[src/rtl/k423_pkg.sv]
// k423 core shared types and widths.
// Holds the PCU state encoding and core-wide address/register widths.
package k423_pkg;

  localparam int unsigned CORE_ADDR_W = 32;
  localparam int unsigned REG_IDX_W   = 5;

  typedef enum logic [1:0] {
    PCU_IDLE     = 2'd0,
    PCU_MEM_WAIT = 2'd1,
    PCU_FLUSH    = 2'd2
  } pcu_state_e;

endpackage

[src/rtl/k423_pcu_perf.sv]
// k423 PCU saturating performance counter bank.
// Ports: clk_i, rst_n_i, inc_lu_i/inc_mem_i/inc_flush_i (count enables),
// lu_cnt_o/mem_cnt_o/flush_cnt_o (PERF_W-bit counts, saturate at all-ones).
module k423_pcu_perf #(
  parameter int unsigned PERF_W = 32
) (
  input  logic              clk_i,
  input  logic              rst_n_i,
  input  logic              inc_lu_i,
  input  logic              inc_mem_i,
  input  logic              inc_flush_i,
  output logic [PERF_W-1:0] lu_cnt_o,
  output logic [PERF_W-1:0] mem_cnt_o,
  output logic [PERF_W-1:0] flush_cnt_o
);

  logic [PERF_W-1:0] cnt_q [3];
  logic [PERF_W-1:0] cnt_d [3];
  logic [2:0]        inc;

  assign inc = {inc_flush_i, inc_mem_i, inc_lu_i};

  always_comb begin
    for (int i = 0; i < 3; i++) begin
      cnt_d[i] = cnt_q[i];
      if (inc[i] && (cnt_q[i] != '1))
        cnt_d[i] = cnt_q[i] + PERF_W'(1);
    end
  end

  always_ff @(posedge clk_i or negedge rst_n_i) begin
    if (!rst_n_i) begin
      for (int i = 0; i < 3; i++) cnt_q[i] <= '0;
    end else begin
      for (int i = 0; i < 3; i++) cnt_q[i] <= cnt_d[i];
    end
  end

  assign lu_cnt_o    = cnt_q[0];
  assign mem_cnt_o   = cnt_q[1];
  assign flush_cnt_o = cnt_q[2];

endmodule

[src/rtl/k423_pcu.sv]
// k423 pipeline control unit: load-use, dmem-wait and branch-flush control.
// Ports: clk_i, rst_n_i; ID/EX hazard inputs; EX redirect inputs; MEM req/rsp;
// stall/bubble/flush/redirect outputs (combinational). Optional perf counter
// outputs when K423_PCU_PERF_EN is defined.
module k423_pcu
  import k423_pkg::*;
#(
  parameter int unsigned FLUSH_CYCLES = 1
`ifdef K423_PCU_PERF_EN
  , parameter int unsigned PERF_W = 32
`endif
) (
  input  logic                   clk_i,
  input  logic                   rst_n_i,
  input  logic                   id_stage_vld_i,
  input  logic [REG_IDX_W-1:0]   id_rs1_idx_i,
  input  logic [REG_IDX_W-1:0]   id_rs2_idx_i,
  input  logic                   id_rs1_rd_en_i,
  input  logic                   id_rs2_rd_en_i,
  input  logic                   ex_stage_vld_i,
  input  logic                   ex_is_load_i,
  input  logic [REG_IDX_W-1:0]   ex_rd_idx_i,
  input  logic                   ex_rd_wr_en_i,
  input  logic                   ex_br_redirect_i,
  input  logic [CORE_ADDR_W-1:0] ex_br_tgt_i,
  input  logic                   mem_req_vld_i,
  input  logic                   mem_rsp_vld_i,
  output logic                   pcu_stall_loaduse_o,
  output logic                   pcu_stall_mem_o,
  output logic                   pcu_bubble_ex_o,
  output logic                   pcu_flush_br_o,
  output logic                   pcu_redirect_vld_o,
  output logic [CORE_ADDR_W-1:0] pcu_redirect_pc_o
`ifdef K423_PCU_PERF_EN
  ,
  output logic [PERF_W-1:0]      pcu_perf_lu_cnt_o,
  output logic [PERF_W-1:0]      pcu_perf_mem_cnt_o,
  output logic [PERF_W-1:0]      pcu_perf_flush_cnt_o
`endif
);

  localparam bit         FLUSH_EN = (FLUSH_CYCLES > 1);
  localparam logic [2:0] CNT_LOAD =
    FLUSH_EN ? 3'(FLUSH_CYCLES - 2) : 3'd0;

  pcu_state_e state_q, state_d;
  logic [2:0] cnt_q, cnt_d;

  logic mem_stall;
  logic acc;
  logic lu;
  logic flush;
  logic lu_stall;
  logic rs1_hit;
  logic rs2_hit;

  assign mem_stall =
    ((state_q == PCU_IDLE) & mem_req_vld_i & ~mem_rsp_vld_i) |
    ((state_q == PCU_MEM_WAIT) & ~mem_rsp_vld_i);

  // A redirect held off by a dmem stall stays in EX and fires on release.
  assign acc   = ex_br_redirect_i & ~mem_stall;
  assign flush = acc | (state_q == PCU_FLUSH);

  assign rs1_hit = id_rs1_rd_en_i & (id_rs1_idx_i == ex_rd_idx_i);
  assign rs2_hit = id_rs2_rd_en_i & (id_rs2_idx_i == ex_rd_idx_i);

  assign lu = ex_stage_vld_i & ex_is_load_i & ex_rd_wr_en_i &
              (ex_rd_idx_i != '0) & id_stage_vld_i &
              (rs1_hit | rs2_hit);

  // The bubble moves the load to MEM, so the hazard clears next cycle.
  assign lu_stall = lu & ~mem_stall & ~flush;

  always_comb begin
    state_d = state_q;
    cnt_d   = cnt_q;
    unique case (state_q)
      PCU_IDLE: begin
        if (mem_stall) begin
          state_d = PCU_MEM_WAIT;
        end else if (acc && FLUSH_EN) begin
          state_d = PCU_FLUSH;
          cnt_d   = CNT_LOAD;
        end
      end
      PCU_MEM_WAIT: begin
        if (mem_rsp_vld_i) begin
          state_d = PCU_IDLE;
          if (acc && FLUSH_EN) begin
            state_d = PCU_FLUSH;
            cnt_d   = CNT_LOAD;
          end
        end
      end
      PCU_FLUSH: begin
        if (acc && FLUSH_EN) begin
          cnt_d = CNT_LOAD;
        end else if (cnt_q == 3'd0) begin
          state_d = PCU_IDLE;
        end else begin
          cnt_d = cnt_q - 3'd1;
        end
      end
      default: begin
        state_d = PCU_IDLE;
        cnt_d   = 3'd0;
      end
    endcase
  end

  always_ff @(posedge clk_i or negedge rst_n_i) begin
    if (!rst_n_i) begin
      state_q <= PCU_IDLE;
      cnt_q   <= 3'd0;
    end else begin
      state_q <= state_d;
      cnt_q   <= cnt_d;
    end
  end

  // Gating with rst_n_i keeps outputs quiet while reset is held,
  // even though they are otherwise purely combinational.
  assign pcu_stall_mem_o     = rst_n_i & mem_stall;
  assign pcu_stall_loaduse_o = rst_n_i & lu_stall;
  assign pcu_bubble_ex_o     = rst_n_i & lu_stall;
  assign pcu_flush_br_o      = rst_n_i & flush;
  assign pcu_redirect_vld_o  = rst_n_i & acc;
  assign pcu_redirect_pc_o   =
    (rst_n_i & acc) ? ex_br_tgt_i : '0;

`ifdef K423_PCU_PERF_EN
  k423_pcu_perf #(
    .PERF_W (PERF_W)
  ) u_perf (
    .clk_i       (clk_i),
    .rst_n_i     (rst_n_i),
    .inc_lu_i    (lu_stall),
    .inc_mem_i   (mem_stall),
    .inc_flush_i (acc),
    .lu_cnt_o    (pcu_perf_lu_cnt_o),
    .mem_cnt_o   (pcu_perf_mem_cnt_o),
    .flush_cnt_o (pcu_perf_flush_cnt_o)
  );
`endif

endmodule

[config.mk]
export PLATFORM = sky130hd
export DESIGN_NAME = k423_pcu
export DESIGN_NICKNAME = d
export VERILOG_FILES = /design/src/rtl/k423_pkg.sv /design/src/rtl/k423_pcu_perf.sv /design/src/rtl/k423_pcu.sv
export SDC_FILE = /design/constraint.sdc
export NUM_CORES = 1
export LEC_CHECK = 0
export ABC_AREA = 1
export CAP_MARGIN = 10
export CORE_UTILIZATION = 23
export DETAILED_ROUTE_END_ITERATION = 10
export PLACE_DENSITY = 0.78
export SETUP_SLACK_MARGIN = 0.4
export SLEW_MARGIN = 25
export SYNTH_ARGS = -nofsm -noshare
export SYNTH_HDL_FRONTEND = slang
export SYNTH_SLANG_ARGS = --single-unit
[constraint.sdc]
create_clock -name clk_i -period 1.5 [get_ports clk_i]
set_input_delay 0.225 -clock clk_i [delete_from_list [all_inputs] [get_ports clk_i]]
set_output_delay 0.225 -clock clk_i [all_outputs]
set_load 0.05 [all_outputs]
After elaboration in Yosys (flattened, before gate mapping)
Index checks and enable logic that the tools add are counted.
{"block": "totals", "regBits": 5, "inputBits": 58, "out_inout_bits": 37}
{"block": "classes", "add_sub_neg": 1, "eq_ne": 8, "mux": 7, "n_bitwise": 24, "n_reduce_logical": 6}
{"cell": "32-bit 2-to-1 mux", "n": 1}
{"cell": "1-bit AND", "n": 17}
{"cell": "5-bit == test", "n": 2}
{"cell": "2-bit 2-to-1 mux", "n": 3}
{"cell": "2-bit inequality test (second input constant)", "n": 3}
{"cell": "2-bit one-hot mux with 3 select lines", "n": 1}
{"cell": "3-bit one-hot mux with 2 select lines", "n": 1}
{"cell": "5-bit nonzero test", "n": 1}
{"cell": "1-bit NOT", "n": 4}
{"cell": "3-bit zero test", "n": 1}
{"cell": "3-bit 2-to-1 mux", "n": 1}
{"cell": "1-bit bitwise OR", "n": 3}
{"cell": "3-bit AND reduction", "n": 1}
{"cell": "3-bit by 1-bit subtractor with 3-bit output (second input constant)", "n": 1}
{"cell": "2-bit by 1-bit == test with 1-bit output (second input constant)", "n": 1}
{"cell": "2-bit == test (second input constant)", "n": 1}
{"cell": "2-bit zero test", "n": 1}
{"cell": "2-bit by 1-bit inequality test with 1-bit output (second input constant)", "n": 1}
{"cell": "2-bit AND reduction", "n": 1}
{"cell": "2-bit OR reduction", "n": 1}

Depth between registers and ports, before layout
{"block": "depth", "word_depth": 10, "ltp_mapped": 7, "ltp_nobuf": 6}

Worst setup path after synthesis
Ideal clock, no wire load.
{"block": "synth_path", "path_kind": "register -> output", "start": "register state_q[0]", "end": "output port pcu_stall_loaduse_o", "t_arrival_ns": 1.821, "required_time_ns": 1.275, "slack_ns": -0.546, "stages_incl_launch_ff": 5, "cell_sequence": "dfrtp_1 -> o21bai_4 -> nand4_1 -> a21oi_1 -> buf_4"}
{"block": "synth_between", "elab_chain_cells": 10}
{"item": "from (decl)", "line": "k423_pcu.sv:46", "source": "pcu_state_e state_q, state_d;"}
{"item": "from (signal assigned)", "line": "k423_pcu.sv:117", "source": "state_q <= state_d;"}
{"item": "2-bit zero test", "line": "k423_pcu.sv:58", "source": "((state_q == PCU_IDLE) & mem_req_vld_i & ~mem_rsp_vld_i) |"}
{"item": "1-bit AND (2 in a row)", "line": "k423_pcu.sv:58"}
{"item": "1-bit bitwise OR", "line": "k423_pcu.sv:58"}
{"item": "1-bit NOT", "line": "k423_pcu.sv:62, k423_pcu.sv:73"}
{"item": "1-bit AND", "line": "k423_pcu.sv:62", "source": "assign acc = ex_br_redirect_i & ~mem_stall;"}
{"item": "1-bit bitwise OR", "line": "k423_pcu.sv:63", "source": "assign flush = acc | (state_q == PCU_FLUSH);"}
{"item": "1-bit NOT", "line": "k423_pcu.sv:73", "source": "assign lu_stall = lu & ~mem_stall & ~flush;"}
{"item": "1-bit AND (*)", "line": "k423_pcu.sv:73"}
{"item": "1-bit AND (*)"}
{"item": "to (decl)", "line": "k423_pcu.sv:28", "source": "output logic pcu_stall_loaduse_o,"}
Mark *: on every way between the ends. The rest lies on a longest branch, timed or not.

Worst setup path after layout
{"block": "layout_path", "start": "register state_q[0]", "end": "output port pcu_redirect_pc_o[4]"}
{"block": "layout_between", "elab_chain_cells": 8}
{"item": "2-bit zero test", "line": "k423_pcu.sv:58"}
{"item": "1-bit AND (2 in a row)", "line": "k423_pcu.sv:58"}
{"item": "1-bit bitwise OR (*)", "line": "k423_pcu.sv:58"}
{"item": "1-bit NOT (*)", "line": "k423_pcu.sv:62"}
{"item": "1-bit AND (*)", "line": "k423_pcu.sv:62"}
{"item": "1-bit AND (*)", "line": "k423_pcu.sv:130", "source": "(rst_n_i & acc) ? ex_br_tgt_i : '0;"}
{"item": "32-bit 2-to-1 mux (*)", "line": "k423_pcu.sv:130"}
{"item": "to (decl)", "line": "k423_pcu.sv:33", "source": "output logic [CORE_ADDR_W-1:0] pcu_redirect_pc_o"}
Marked as above.

==> summary.txt <==
Net Count, Synth -> 194
Total wire length -> 3.641 mm
Pwr dens -> 300.6 mW/mm^2
Post-synthesis sequential area ratio -> 0.03968
Largest register FFs -> 1
Fin crit period -> 1.431 ns
Post-Syn Area -> 630.6 um^2
Largest reg by FF count -> state_q
Startpoint types -> register
Later-pin clock latency in the skew report -> 0 ns
Largest net degree at the start of global routing -> 9
Async S/R FF share, synth -> 1.000
RSZ-0062 raised after global routing -> true
Final ANT Viol Nets -> 0
Slew @ Worst Pin -> 0.2048 ns
Post-synth EDFFs -> 0
Pre-CTS setup slack -> -0.2907 ns
WP data arrival -> 1.21 ns
Mean number of vias per cell -> 4.258
Antenna cell count -> 0
DIE AREA -> 0.002955 mm^2
Primary FF master, synth -> dfrtp_1
Fin area -> 0.002218 mm^2
Die height -> 54.36 um
Cell variety after synth -> 13
Max Fclk -> 698.7 MHz
Most common library cells after synthesis -> inv_1, nor2_1, nand2_1
WL per Instance -> 13.79 um
# IOs -> 95
Placed cell area -> 0.002083 mm^2
First-pass GRT wire length -> 5.037 mm
Status -> finished, final reports clean
Placement Rows -> 18
Vias in the first global route -> 1143
Layout net count -> 294
Global route overflow -> 0
Setup ws final -> 0.06874 ns
DP Cell Count -> 262
Core area -> 0.002545 mm^2
DIE WIDTH -> 54.36 um
Largest cells by area after synthesis -> inv_1, nor2_1, nand2_1, nor2_2, buf_6
Area grow syn2layout -> 251.8%
Drc violations -> 0
Vias -> 1124
Port buffer count -> 94
Yosys Warn Count -> 0
Fraction of layout cells with a size suffix above 1 -> 0.4316
Yosys reg bits -> 1
Final Hold Viols -> 0
Initial Util -> 0.2478
Non-Filler Instances -> 264
Setup TNS Final -> 0 ns
R2R setup slack -> 0.58 ns
DP Wirelength -> 2.671 mm
Required time worst endpoint -> 1.27 ns
Largest registers -> state_q x1
Initial antenna violation count -> 0
Max_cap viols -> 0
First DRT Iteration DRCs -> 11
Setup crit end kind -> output pin
Layout Skew -> 0 ns
Share of the synthesized area in the top cell type -> 0.2976
Part of the cycle the worst path needs -> 0.9542
1st-pass router iterations -> 4
VDD IR max -> 0.0002849 V
Count leader, synth -> inv_1
Slew margin rel. -> 0.8635
Number of hold buffers added after cts -> 0
Post-Syn Instances -> 136
Final Max Tran Viols -> 0
Worst setup path class -> reg2out
Cell type with the largest total area after synthesis -> inv_1
GP Congestion -> 0.8606
Worst hold path class -> in2async
Lkg Pwr -> 1.079 nW
Clock-pin slew of the registers on the worst-case setup and hold paths -> 0 ns
Worst-case hold slack -> 0.2154 ns
Final setup fails -> 0
Worst-path maximum fanout -> 8
GRT Resource Usage Total -> 0.2406
Synth Area per Inst -> 4.637 um^2
-- cell type report --
cell class	instances	area, um^2
Sequential cell	1	25.02
Inverter	50	191.4
Fill cell	141	326.6
Tap cell	30	37.54
Timing Repair Buffer	103	1366
Multi-Input combinational cell	80	598.1
-- layout by cell type (no fill, tap or decap) --
master / n
nand2_1: 29
nor2_1: 10
o21bai_4: 1
nand3_1: 3
buf_12: 39
buf_2: 4
buf_16: 1
buf_6: 1
a21oi_4: 1
nand3_4: 1
clkbuf_2: 9
nand4_1: 2
buf_8: 2
clkdlybuf4s15_1: 4
buf_4: 4
dfrtp_1: 1
clkdlybuf4s50_1: 32
inv_2: 4
nor2_4: 33
dlygate4sd2_1: 7
clkinvlp_4: 1
inv_1: 45
-- per-stage QoR --
| stage | utilization | power [mW] |
|---|---|---|
| after floorplan | - | 0.2790 |
| after global placement | 0.8186 | 0.6122 |
| after detailed placement | 0.8186 | 0.6230 |
| after CTS | 0.8830 | 0.6596 |
| after global routing | 0.8717 | 0.6994 |
| final | 0.8717 | 0.6669 |
-- routing by layer --
metal  up-vias  share of wire  track usage
met4         0          0.037      0.06838
met1       502           0.29       0.2175
met2        54           0.61       0.5325
met5         -              0            0
met3         8          0.058      0.02500
li1        560              -            -
-- final timing paths --
kind / start / endpoint / cells past startpoint
max: state_q[0] / pcu_redirect_pc_o[4] / 5
min in group clk_i: mem_rsp_vld_i / state_q[0] / 5
max reg2reg: state_q[0] / state_q[0] / 4
min reg2reg: state_q[0] / state_q[0] / 4
max in group asynchronous: rst_n_i / state_q[0] / 3
min: rst_n_i / state_q[0] / 3
-- report_power, final --
part | internal [mW] | switching, mW
Combinational | 0.316 | 0.320
Sequential | 0.0293 | 0.00149
Clock | 0 | 0
Total | 0.345 | 0.322
-- worst max-delay path: stages, from the launching register on --
cell and delay [ns]:
dfrtp_1 0.37, o21bai_4 0.15, nand3_4 0.19, buf_16 0.22, nor2_4 0.11, buf_12 0.14
-- what timing repair did --
action                                  4_1_cts  5_1_grt
gates resized for setup                      75       29
endpoints found under the setup margin       38       37
gates cloned                                  1        0
buffers inserted                              1        0
endpoints found under the hold margin         0        0
pin swaps                                    14       15
-- logic make-up after synthesis --
group	synth area share
and+or+nand+nor	0.5476
buffers and inverters	0.3750
AOI/OAI and AO/OA	0.03769
DFF	0.03968
Power figures use the tool's default switching activity.
